### config.mk
export PLATFORM = sky130hd
export DESIGN_NAME = rf_wb_arbiter
export DESIGN_NICKNAME = d
export VERILOG_FILES = /design/src/rtl/rf_wb_arbiter.sv
export SDC_FILE = /design/constraint.sdc
export NUM_CORES = 1
export LEC_CHECK = 0
export ABC_AREA = 1
export CORE_UTILIZATION = 38
export CTS_BUF_LIST = sky130_fd_sc_hd__clkbuf_4 sky130_fd_sc_hd__clkbuf_8 sky130_fd_sc_hd__clkbuf_16
export DETAILED_ROUTE_END_ITERATION = 7
export HOLD_SLACK_MARGIN = 0.02
export PLACE_DENSITY = 0.89
export SLEW_MARGIN = 20
export SYNTH_ARGS = -nofsm -noshare
export SYNTH_HDL_FRONTEND = slang
export SYNTH_SLANG_ARGS = --single-unit
### constraint.sdc
create_clock -name clk -period 2.7 [get_ports clk]
set_input_delay 0.81 -clock clk [delete_from_list [all_inputs] [get_ports clk]]
set_output_delay 0.81 -clock clk [all_outputs]
set_load 0.02 [all_outputs]
### src/rtl/rf_wb_arbiter.sv
// rtl/rf_wb_arbiter.sv - round-robin register-file writeback arbiter with busy scoreboard (optional forwarding: RF_WB_BYPASS_EN)
module rf_wb_arbiter #(
    parameter int N_REQ = 3,
    parameter int AW    = 5,
    parameter int DW    = 32
) (
    input  logic               clk,
    input  logic               rst_n,
    input  logic [N_REQ-1:0]   req_valid,
    output logic [N_REQ-1:0]   req_ready,
    input  logic [N_REQ*AW-1:0] req_addr,
    input  logic [N_REQ*DW-1:0] req_data,
    input  logic               rsv_valid,
    input  logic [AW-1:0]      rsv_addr,
    input  logic [AW-1:0]      rs,
    input  logic [AW-1:0]      rt,
    output logic               rs_busy,
    output logic               rt_busy,
    output logic [31:0]        busy,
    output logic               rf_we,
    output logic [AW-1:0]      rf_wa,
    output logic [DW-1:0]      rf_wd
`ifdef RF_WB_BYPASS_EN
    ,
    output logic               rs_fwd,
    output logic               rt_fwd,
    output logic [DW-1:0]      rs_fwd_data,
    output logic [DW-1:0]      rt_fwd_data
`endif
);

    localparam int PW = (N_REQ > 1) ? $clog2(N_REQ) : 1;

    logic [PW-1:0] ptr;
    logic [PW-1:0] gnt_idx;
    logic          gnt_any;
    logic          xfer;
    logic [AW-1:0] gnt_addr;
    logic [DW-1:0] gnt_data;
    logic [31:0]   busy_nxt;
    int            idx;

    // Scan from the highest offset down so the last hit is the first valid at/after ptr.
    always_comb begin
        gnt_any = 1'b0;
        gnt_idx = '0;
        idx     = 0;
        for (int k = N_REQ - 1; k >= 0; k--) begin
            idx = (int'(ptr) + k) % N_REQ;
            if (req_valid[idx]) begin
                gnt_any = 1'b1;
                gnt_idx = idx[PW-1:0];
            end
        end
    end

    always_comb begin
        req_ready = '0;
        if (gnt_any && rst_n)
            req_ready = N_REQ'(1) << gnt_idx;
    end

    assign xfer     = |(req_valid & req_ready);
    assign gnt_addr = req_addr[gnt_idx*AW +: AW];
    assign gnt_data = req_data[gnt_idx*DW +: DW];

    // Clear for the write leaving the output stage first, so a same-edge reservation wins.
    always_comb begin
        busy_nxt = busy;
        if (rf_we)
            busy_nxt[rf_wa] = 1'b0;
        if (rsv_valid && (rsv_addr != '0))
            busy_nxt[rsv_addr] = 1'b1;
        busy_nxt[0] = 1'b0;
    end

    always_ff @(posedge clk) begin
        if (!rst_n) begin
            ptr   <= '0;
            rf_we <= 1'b0;
            rf_wa <= '0;
            rf_wd <= '0;
            busy  <= '0;
        end else begin
            busy  <= busy_nxt;
            rf_we <= xfer && (gnt_addr != '0);
            if (xfer) begin
                ptr <= (gnt_idx == PW'(N_REQ - 1)) ? '0 : gnt_idx + 1'b1;
                if (gnt_addr != '0) begin
                    rf_wa <= gnt_addr;
                    rf_wd <= gnt_data;
                end
            end
        end
    end

`ifdef RF_WB_BYPASS_EN
    assign rs_fwd      = rf_we && (rf_wa == rs) && (rs != '0);
    assign rt_fwd      = rf_we && (rf_wa == rt) && (rt != '0);
    assign rs_fwd_data = rf_wd;
    assign rt_fwd_data = rf_wd;
    assign rs_busy     = busy[rs] && !rs_fwd;
    assign rt_busy     = busy[rt] && !rt_fwd;
`else
    assign rs_busy     = busy[rs];
    assign rt_busy     = busy[rt];
`endif

endmodule

=== After elaboration in Yosys (flattened, before gate mapping) ===
Index checks and enable logic that the tools add are counted.

* $add $sub $neg: 3
* Div/mod/pow operators: 3
* Shift-type cells: 3
* Order comparisons: 9
* $mul: 1
* Reductions and logical operators: 9
* Bitwise gates (word level): 4
* Mux-type cells: 27
* Equality and inequality tests: 1

{| class="wikitable"
|+ Operators by type and width
! kind !! count
|-
| less-than comparator 32 x 4 -> 1 bit, second input constant || 3
|-
| variable part select 96 x 8 -> 32 bit || 1
|-
| remainder unit 32 x 3 -> 32 bit, second input constant || 2
|-
| 2-to-1 mux 32 bit || 2
|-
| bitwise AND 32 bit || 1
|-
| remainder unit 3 x 3 -> 32 bit, second input constant || 1
|-
| NOT 32 bit || 1
|-
| bitwise OR 32 bit || 1
|-
| less-than comparator 5 x 6 -> 1 bit, second input constant || 4
|-
| variable part select 15 x 6 -> 5 bit || 1
|-
| 2-to-1 mux 1 bit || 13
|-
| binary-select mux 1 bit (select 5 bit) || 2
|-
| demux 1 bit (select 5 bit) || 2
|-
| >= comparator 5 x 1 -> 1 bit, second input constant || 2
|-
| nonzero test 5 bit || 2
|-
| 2-to-1 mux 2 bit || 4
|-
| binary-select mux 1 bit (select 2 bit) || 3
|-
| logical AND 1 bit || 5
|-
| multiplier 2 x 3 -> 5 bit, second input constant || 1
|-
| adder 2 x 1 -> 3 bit, second input constant || 1
|-
| adder 2 x 2 -> 3 bit, second input constant || 1
|-
| bitwise AND 3 bit || 1
|-
| 2-to-1 mux 3 bit || 1
|-
| OR reduction 3 bit || 1
|-
| other kinds (4) || 4
|}

* Register bits after elaboration: 72
* Input bits: 132
* Output and inout port bits: 75

=== Logic depth before layout (Yosys ltp) ===
Gate-level depths: netlist of run 1.

* Word-level depth: 13
* Mapped depth: 20
* Gate-level depth less buffers: 18

=== Least setup slack after synthesis of run 1 ===
No wires, ideal clock.

* Path kind: input-to-output
* Start: in req_valid[1]
* End: out req_ready[0]
* Path slack: -0.181 ns
* Cell stages on the path: 11
* Data arrival time: 2.071 ns
* Path buffers: 2
* Cell sequence: inv_1 -> nand2_1 -> nand3_2 -> nand2_2 -> nor2_2 -> nand2_2 -> nand2_2 -> buf_6 -> buf_2 -> nand2_1 -> nor2_1

* Cells in the longest elaborated chain, start to end: 8

{| class="wikitable"
|+ Ends and longest elaborated chain
! item !! line !! source
|-
| start, declared || 9 || <nowiki>input logic [N_REQ-1:0] req_valid,</nowiki>
|-
| binary-select mux 1 bit (select 2 bit) || 50 || <nowiki>if (req_valid[idx]) begin</nowiki>
|-
| 2-to-1 mux 1 bit (not written as such) (2 in series) || 50 ||
|-
| 2-to-1 mux 2 bit / 2-to-1 mux 1 bit (equally long branches) (3 in series) || 50 ||
|-
| left shift 1 x 2 -> 3 bit / logical AND 1 bit (equally long branches) || 60, 59 ||
|-
| 2-to-1 mux 3 bit * || 59 || <nowiki>if (gnt_any && rst_n)</nowiki>
|-
| end, declared || 10 || <nowiki>output logic [N_REQ-1:0] req_ready,</nowiki>
|}

Every way passes the cells marked *; elsewhere a longest branch is shown, timed or not. The select of a mux whose other input is x is not followed.

=== Worst setup path in the final report of run 1 ===
* Start: reg ptr[0]
* End: out req_ready[1]

* Cells in the longest elaborated chain, start to end: 10

{| class="wikitable"
|+ Ends and longest elaborated chain
! item !! line !! source
|-
| start, declared || 34 || <nowiki>logic [PW-1:0] ptr;</nowiki>
|-
| start signal, assigned || 88 || <nowiki>ptr <= (gnt_idx == PW'(N_REQ - 1)) ? '0 : gnt_idx + 1'b1;</nowiki>
|-
| adder 2 x 2 -> 3 bit || 49 || <nowiki>idx = (int'(ptr) + k) % N_REQ;</nowiki>
|-
| remainder unit 32 x 3 -> 32 bit || 49 ||
|-
| binary-select mux 1 bit (select 2 bit) || 50 ||
|-
| 2-to-1 mux 1 bit (not written as such) (2 in series) || 50 ||
|-
| 2-to-1 mux 2 bit / 2-to-1 mux 1 bit (equally long branches) (3 in series) || 50 ||
|-
| left shift 1 x 2 -> 3 bit / logical AND 1 bit (equally long branches) || 60, 59 ||
|-
| 2-to-1 mux 3 bit * || 59 ||
|}

Marks and branches as above.

==> impl_metrics.py, run 1 <==
metrics = {
    "outcome": {
        "status": "finished, violations left",
        "violations": "negative setup slack",
    },
    "synthesis": {
        "syn_avg_cell_area_um2": 6.38,
        "synth_common_cells": "137 x nor2_1, 132 x nand2_1, 71 x dfxtp_1",
        "syn_nets": 837,
        "synth_warnings": 0,
        "synth_cell_types": 33,
        "ys.flop_type": "dfxtp_1",
        "synth_area_leaders": "dfxtp_1 32%, nor2_1 11%, nand2_1 11%, a21oi_1 7.8%, o21ai_0 6.7%",
        "yosysTopAreaCell": "dfxtp_1",
        "synth_seq_cells": 71,
        "synthArstFlopShare_pct": 0,
        "yosysMostFrequentCell": "nor2_1",
        "syn_inst": 702,
        "synth-edff-count": 0,
        "synth_top_cell_area_share_pct": 31.7,
        "syn_area_um2": 4480,
        "ys_seq_area_share_pct": 31.7,
    },
    "clocking": {
        "clk_path_buf_depth": 2,
        "cts_root_buffer": "clkbuf_16",
        "cts_sinks": 71,
        "insertion_delay_ps": 330,
        "cts.clk_slew.worst_paths_ps": 60,
        "ctsHtreeMaxLevel": 3,
        "cts_tree": "yes",
        "cts_inserted_buffers": 9,
    },
    "placed_design": {
        "port-buffer-count": 205,
        "place_congestion": 0.942,
        "dp.cells": 1059,
        "hpwl_um": 11800,
    },
    "sta": {
        "setup_ws_ps": -106,
        "finalCritPeriodShare_pct": 104,
        "rsz0062_at_grt": "true",
        "slew_viol_final": 0,
        "finalSetupViolations": 4,
        "clock.fmax_ghz": 0.356,
        "hold_viol": 0,
        "relSlewSlack_pct": 63.6,
        "worst_clock_skew_ps": 9.74,
        "worstMarginPinSlew_ps": 542,
        "fin_crit_ps": 2810,
    },
    "cells_and_area": {
        "diodes": 0,
        "layout-drive-gt1-share_pct": 16.5,
        "fillers": 895,
        "nets": 1076,
        "post-route-util_pct": 67.2,
        "syn_to_final_growth_pct": 72.0,
        "stdcell_count": 1089,
    },
    "setup_path": {
        "crit_required_ps": 1890,
        "startpoint_type": "register",
        "r2r-start": "ptr[0]",
        "cp-end-kind": "output port",
        "crit_fanout": 5,
        "path_class": "reg -> out",
        "critPathLaunch": "ptr[0]",
        "cp_data_arrival_time_ps": 2000,
        "reg2regPathDepth": 17,
        "timing.rr.end": "rf_wd[27]",
        "timing.reg2reg.setup_slack_ps": 70,
    },
    "power_and_ir_drop": {
        "p_total_uw": 7290,
        "seq_power_share_pct": 20.5,
        "clock_power_share_pct": 16.9,
        "p_int_uw": 4120,
        "combPwrFrac_pct": 62.6,
        "power_per_cell_area_nw_per_um2": 947,
        "ir_drop_mv": 0.636,
        "switching_share_pct": 43.6,
        "p_sw_uw": 3180,
        "cellLeakagePower_uw": 0.00301,
    },
    "global_route": {
        "grt_pass1_vias": 5633,
        "grt_usage_pct": 26.8,
        "antenna_found_initial": 0,
        "grt_pass1_wl_um": 26800,
        "grt_max_degree": 70,
        "gr-total-overflow": 0,
    },
    "drt": {
        "via_per_inst": 5.61,
        "wirelength_um": 17700,
        "maxUsedRoutingLayer": "met4",
        "wl_met1_um": 6550,
        "wl_met2_um": 8830,
        "wl_per_cell_um": 16.3,
        "initialDrtViolationCount": 499,
        "vias": 6112,
        "ant_nets": 0,
        "drc": 0,
        "dr.pass1.iters": 6,
        "wl_met3_um": 1480,
    },
    "min_path": {
        "hp-class": "reg -> reg",
        "hp-start": "rf_wd[21]",
        "min_to": "rf_wd[21]",
        "hold_depth": 2,
    },
    "die": {
        "die_y_um": 111,
        "core_um2": 11500,
        "die_x_um": 111,
        "pin_count": 207,
        "start_util_pct": 39.1,
        "rows": 39,
        "die_area_um2": 12200,
    },
    "job": {
        "drv_cap": 0,
    },
}
[how the worst max path moves through the flow]
stage / slack, ps / to
2_1_floorplan: -70 / req_ready[0]
3_3_place_gp: -890 / rs_busy
3_5_place_dp: -920 / rt_busy
4_1_cts: -4 / rs_busy
5_1_grt: -130 / req_ready[0]
6_report: -110 / req_ready[1]
[layer usage]
layer | GRT usage, % | vias to the layer above
met4 | 13.1 | 0
met1 | 29.2 | 2788
met3 | 5.87 | 82
met2 | 48.8 | 378
li1 | - | 2864
met5 | 0 | -
[cell usage in the layout, fill, tap and decap left out, types with 3 or more instances in the layout]
cell	netlist	final
o211ai_1	4	4
o221ai_1	10	9
clkbuf_8	0	3
nor2_1	137	124
dlygate4sd2_1	0	3
nand3_1	33	29
ha_4	0	3
nor2_4	0	7
dfxtp_1	71	69
inv_4	1	6
clkbuf_16	0	9
nand3_2	2	5
inv_2	5	7
a21oi_1	70	68
buf_6	4	13
nor2_2	2	8
o21ai_0	60	58
buf_12	0	8
buf_4	1	46
nand2_4	0	6
nand3b_1	38	38
nand2_1	132	120
clkdlybuf4s50_1	0	190
o21ai_1	1	3
inv_1	33	25
nand2_2	5	10
o31ai_1	32	32
nor3_1	12	12
clkinvlp_4	0	6
[sequential cells by signal (all words and copies together) (netlist names)]
register and cells:
busy 31, ptr 2, rf_wa 5, rf_wd 32
rf_we 1
[power by group through the flow]
stage	combinational [µW]	clock (µW)	sequential [µW]
floorplan	2130	0	1750
global placement	3820	0	1480
detailed placement	3860	0	1500
CTS	4060	1250	1480
global route	4870	1290	1530
finish	4560	1230	1490
[critical path, stage by stage, from the launching register on]
cell and delay [ps]:
dfxtp_4 380, inv_4 50, ha_4 250, inv_6 90, nand3_2 90, nand3b_1 230
nand2_4 160, nand2_8 100, nor2_4 170, buf_6 140
[cell type report]
| class | instances | area (µm²) | area share (%) |
|---|---|---|---|
| repair buffers | 265 | 2630 | 34.1 |
| inverters | 42 | 189 | 2.45 |
| clock buffers | 12 | 267 | 3.46 |
| clock inverters | 4 | 52.6 | 0.682 |
| flip-flops and latches | 71 | 1430 | 18.5 |
| multi-input cells | 550 | 2950 | 38.3 |
| well taps | 143 | 179 | 2.32 |
| repair inverters | 2 | 15.0 | 0.195 |
[stage by stage]
stage,area (µm²),hold WS (ps),setup WS (ps),TNS (ps)
after CTS,7470,485,-4.33,-4.33
after floorplan,4500,487,-74.5,-74.5
final,7710,483,-106,-267
after global placement,6980,461,-892,-27100
after detailed placement,6980,472,-918,-26960
after global routing,7710,515,-132,-676
[kinds of logic (layout without fill, tap and decap cells)]
group                    count (synthesis)  after routing  synth area share [%]
AO/OA/AOI/OAI                          183            183                  23.7
adder cells (fa/ha/maj)                  3              3                 0.838
buffers and inverters                   81            325                  7.79
flip-flops                              71             71                  31.7
other                                    1              1                0.0837
AND/OR/NAND/NOR                        363            363                  35.9
[timing repair]
item                                    in CTS  in global routing
endpoints found under the setup margin      43                 43
pin swaps                                   19                 29
cloned                                       2                  0
buffers inserted                             7                  5
gates resized for setup                     98                 65
hold buffers                                 0                  0
(Power assumes the default switching activity.)
==> inputs of run 2 (changes only) <==
- CORE_UTILIZATION: 38 -> 39
- PLACE_DENSITY: 0.89 -> 0.87
- clock period: 2.7 -> 2.71 ns (I/O delays scaled with it)
==> impl_metrics.py, run 2 (synthesis results as in run 1) <==
metrics = {
    "outcome": {
        "status": "finished, violations left",
        "violations": "negative setup slack",
    },
    "power_and_ir_drop": {
        "power_per_cell_area_nw_per_um2": 920,
        "p_total_uw": 7040,
        "ir_drop_mv": 0.659,
        "cellLeakagePower_uw": 0.00302,
    },
    "drt": {
        "drc": 0,
        "initialDrtViolationCount": 483,
        "dr.pass1.iters": 5,
        "via_per_inst": 5.55,
        "ant_nets": 0,
        "wl_per_cell_um": 16.0,
        "vias": 6017,
        "wirelength_um": 17300,
    },
    "global_route": {
        "antenna_found_initial": 0,
        "grt_usage_pct": 27.7,
        "grt_use_met3_pct": 5.08,
        "gr-total-overflow": 0,
        "grt_max_degree": 70,
        "met1_usage_pct": 31.8,
        "busiest_layer": "met2",
        "grt_pass1_wl_um": 25900,
        "grt_pass1_vias": 5413,
        "grtUsageMet2_pct": 49.8,
    },
    "die": {
        "core_um2": 11000,
        "start_util_pct": 40.6,
        "die_y_um": 109,
        "die_area_um2": 11900,
        "rows": 38,
        "pin_count": 207,
        "die_x_um": 109,
    },
    "sta": {
        "setup_ws_ps": -81.0,
        "worstMarginPinSlew_ps": 517,
        "hold_viol": 0,
        "finalCritPeriodShare_pct": 103,
        "slew_viol_final": 0,
        "hold_ws_ps": 476,
        "finalSetupViolations": 5,
        "clock.fmax_ghz": 0.358,
        "tns_ps": -284,
        "fin_crit_ps": 2790,
        "relSlewSlack_pct": 65.2,
        "worst_clock_skew_ps": 6.58,
        "rsz0062_at_grt": "true",
    },
    "cells_and_area": {
        "largest_reg_flops": 32,
        "diodes": 0,
        "mostFrequentLayoutCells": "190 x clkdlybuf4s50_1, 132 x nor2_1, 123 x nand2_1",
        "top_regs": "rf_wd: 32 flops, busy: 31 flops, rf_wa: 5 flops",
        "nets": 1074,
        "fillers": 881,
        "largest-register": "rf_wd",
        "layout_commonest_cell": "clkdlybuf4s50_1",
        "syn_to_final_growth_pct": 70.8,
        "layout-drive-gt1-share_pct": 15.1,
    },
    "clocking": {
        "cts_sinks": 71,
        "cts_inserted_buffers": 9,
        "clk_path_buf_depth": 2,
        "cts_tree": "yes",
        "cts_root_buffer": "clkbuf_16",
        "postCtsHoldBufs": 0,
        "ctsHtreeMaxLevel": 3,
        "insertion_delay_ps": 330,
        "cts.clk_slew.worst_paths_ps": 60,
    },
    "min_path": {
        "hold_depth": 2,
        "hp-start": "rf_wd[1]",
        "min_to": "rf_wd[1]",
        "hp-class": "reg -> reg",
    },
    "setup_path": {
        "path_class": "reg -> out",
        "timing.rr.end": "rf_wd[17]",
        "crit_required_ps": 1900,
        "crit_fanout": 4,
        "timing.reg2reg.setup_slack_ps": 50,
        "r2r-start": "ptr[0]",
        "cp-end-kind": "output port",
        "reg2regPathDepth": 17,
        "cp_data_arrival_time_ps": 1980,
        "startpoint_type": "register",
    },
    "placed_design": {
        "port-buffer-count": 205,
        "hpwl_um": 12300,
        "place_congestion": 1.00,
    },
    "job": {
        "drv_cap": 0,
    },
}
## run 2: metal layers
metal / vias to the layer above / part of all wire [%]
met1: 2725 / 37
met4: 0 / 3.9
li1: 2858 / -
met2: 368 / 50
met3: 66 / 9.1
met5: - / 0
## run 2: through the flow
stage / worst slack [ps] / util [%] / cells / area [µm²]
finish: -81.0 / 69.4 / 1084 / 7650
floorplan: -70.5 / - / 702 / 4500
global placement: -922 / 63.3 / 1056 / 6980
global route: -130 / 69.4 / 1084 / 7650
CTS: -15.8 / 67.1 / 1076 / 7400
detailed placement: -920 / 63.3 / 1056 / 6980
## run 2: what timing repair did
action                                  in CTS  in global routing
pin swaps                                   18                 30
hold endpoints to repair                     0                  0
setup buffers                                3                  7
endpoints found under the setup margin      43                 43
cloned                                       1                  1
gates resized for setup                     99                 57
## run 2: how the worst max path moves through the flow
stage	startpoint	endpoint	slack, ps
after floorplan	req_valid[1]	req_ready[0]	-70
after global placement	rs[1]	rs_busy	-920
after detailed placement	rs[1]	rs_busy	-920
after CTS	rs[0]	rs_busy	-20
after global routing	rs[0]	rs_busy	-130
final	ptr[0]	req_ready[1]	-80
## run 2: final cells by class
class,count,area (µm²),share of cell area (%)
multi-input combinational,550,2900,37.9
inverter,42,185,2.42
clock buffer,10,233,3.04
timing repair inverter,1,7.51,0.0981
timing repair buffer,264,2660,34.8
clock inverter,6,67.6,0.883
tap,140,175,2.29
sequential,71,1430,18.6
## run 2: worst max-delay path: stages (launching register included)
cell and delay (ps):
dfxtp_2 360, inv_2 60, ha_4 240, inv_4 90
nand3_2 70, nand3b_1 230, nand2_4 130, nand2_4 90
buf_12 140, nor2_4 110, buf_6 130
## run 2: report_power, final
group	total [µW]	switching, µW	internal, µW
combinational	4380	2380	2000
clock	1180	450	727
sequential	1480	179	1300
==> RTL change, RTL diff (flow settings as in run 1) <==
Reset style: asynchronous (`rst_n`), changed in one clocked block.
--- a/src/rtl/rf_wb_arbiter.sv
+++ b/src/rtl/rf_wb_arbiter.sv
@@ -76,3 +76,3 @@
 
-    always_ff @(posedge clk) begin
+    always_ff @(posedge clk or negedge rst_n) begin
         if (!rst_n) begin
Formal check against the unedited RTL: differs if rst_n is asserted again (counterexample within 4 cycles, from zero or initial values and one cycle with rst_n low); with rst_n held inactive, the same outputs for 4 cycles.
==> RTL change against run 1 <==
The flow still finishes with violations (setup timing); power grew 32%; wire length grew 5.7%; sequential cell count is the same; cell area shrank 3.2%; combinational power grew 39%; register-to-register slack lost 0.05 ns; worst setup slack lost 0.078 ns; area after synthesis shrank 2.4%.
==> RTL change: results (changes against run 1) <==
run_status:
  outcome: "complete, but fails checks"  # unchanged
  violations: "setup timing"  # unchanged
power:
  p_per_area_nw_per_um2: 1290  # was 947 nW/um^2
  leakage_nw: 3.21  # was 3.01 nW
  peakVddDrop_uv: 1010  # was 636 uV
yosys:
  synth.avg_cell_area_um2: 6.95  # was 6.38 um^2
  synth.distinct_cells: 28  # was 33
  synth.area.top_cells: "dfrtp_1 (41%), o21ai_0 (17%), nand2_1 (11%), nand3_1 (9.0%), nor2_1 (5.9%)"  # was dfxtp_1 (32%), nor2_1 (11%), nand2_1 (11%), a21oi_1 (7.8%), o21ai_0 (6.7%)
  synth_top_cells_by_count: "o21ai_0 (151), nand2_1 (133), nand3_1 (79), dfrtp_1 (71), nor2_1 (69)"  # was nor2_1 (137), nand2_1 (132), dfxtp_1 (71), a21oi_1 (70), o21ai_0 (60)
  syn_nets: 764  # was 837
  synthAdderAreaFrac: 0.00858  # was 0.00838
  synth_compound_gate_area_share: 0.223  # was 0.237
  ys_async_sr_fraction: 1.00  # was 0
  yosysSeqAreaShare: 0.406  # was 0.317
worst_hold_path:
  holdCritStartpoint: "rf_wd[25]"  # was rf_wd[21]
  worstHoldEndpoint: "rf_wd[25]"  # was rf_wd[21]
place:
  dp_cells: 985  # was 1059
  placed_cell_area_um2: 6820  # was 6980 um^2
  gp_congestion: 0.949  # was 0.942
layout:
  drive_gt1_frac: 0.157  # was 0.165
  fillers: 859  # was 895
drt:
  vias_per_cell: 5.68  # was 5.61
  drt_pass1_iterations: 7  # was 6
  routed_wl_um: 18800  # was 17700 um
  vias: 5786  # was 6112
  drtIter0Drc: 457  # was 499
sta:
  setup_ws_ns: -0.184  # was -0.106 ns
  finClkSkew_ns: 0.00571  # was 0.00974 ns
  final-setup-viol-count: 4  # unchanged
  timing.hold.ws_ns: 0.470  # was 0.483 ns
  worst_pin_slew_ns: 0.893  # was 0.542 ns
critical_path:
  crit_path_max_fanout: 4  # was 5
  worst-endpoint-arrival_ns: 2.07  # was 2.00 ns
  rrSetupSlack_ns: 0.02  # was 0.07 ns
grt:
  grt_pass1_vias: 5518  # was 5633
  grt_usage: 0.305  # was 0.268
  grt_pass1_wl_um: 27600  # was 26800 um
RTL change: cell count changes in the layout (fill, tap and decap cells not counted), moves of 7 or more:
cell,before,now
o21ai_0,58,137
dfrtp_1,0,70
dfxtp_1,69,0
a21oi_1,68,1
nor2_1,124,64
nand3_1,29,75
nand3b_1,38,3
o31ai_1,32,0
o21ai_1,3,22
nor3_1,12,0
nand2_1,120,127
RTL change: worst max-delay path: stages (launching register included):
cell and delay [ns]:
dfrtp_1 0.42, inv_2 0.08, ha_4 0.31, inv_6 0.05, nand2_4 0.06, nand3_4 0.08, nand2_2 0.08, nor2_1 0.05
nand4_1 0.09, nand2_2 0.13, nor3_4 0.23, buf_6 0.15
RTL change: routing by layer:
metal  wire length, um  GRT usage  up-vias
li1                  -          -     2625
met1              6650      0.348     2665
met2              9130      0.534      401
met3              1860     0.0604       95
met4              1120      0.170        0
met5                 0          0        -
RTL change: area by class of cell:
cell class | instances | share of cell area
repair buffers | 261 | 0.345
multi-input cells | 485 | 0.329
flip-flops and latches | 71 | 0.238
clock buffers | 9 | 0.0302
inverters | 42 | 0.0243
well taps | 140 | 0.0235
clock inverters | 7 | 0.00654
repair inverters | 3 | 0.00269
RTL change: per-stage QoR:
stage | TNS (ns) | setup WS [ns]
2_1_floorplan | -0.0147 | -0.0147
3_3_place_gp | -25.02 | -1.11
3_5_place_dp | -27.98 | -1.06
4_1_cts | -0.254 | -0.0954
5_1_grt | -5.41 | -0.292
6_report | -0.533 | -0.184
RTL change: worst max path at each step:
| stage | from | endpoint | cells past startpoint |
|---|---|---|---|
| after detailed placement | rs[1] | rs_busy | 7 |
| final | ptr[0] | req_ready[0] | 11 |
| after global routing | ptr[0] | req_ready[2] | 10 |
| after global placement | rs[1] | rs_busy | 9 |
| after CTS | ptr[1] | req_ready[0] | 11 |
| after floorplan | req_valid[1] | req_ready[0] | 10 |
RTL change: cells by family (layout without fill, tap and decap cells):
| family | after synthesis | count (layout) |
|---|---|---|
| simple gates | 296 | 296 |
| compound gates | 185 | 185 |
| buf+inv | 73 | 322 |
| flops | 71 | 71 |
| fa+ha+maj | 3 | 3 |
| other cells | 1 | 1 |
RTL change: report_power, final:
group / switching, mW / internal, mW
clock network: 0.472 / 0.621
registers: 0.574 / 1.60
logic: 3.63 / 2.71
RTL change: repair_timing:
action	4_1_cts	5_1_grt
cloned	4	2
resized for setup	87	56
hold buffers	0	0
pin swaps	16	26
endpoints found under the setup margin	43	43
setup buffers	9	2
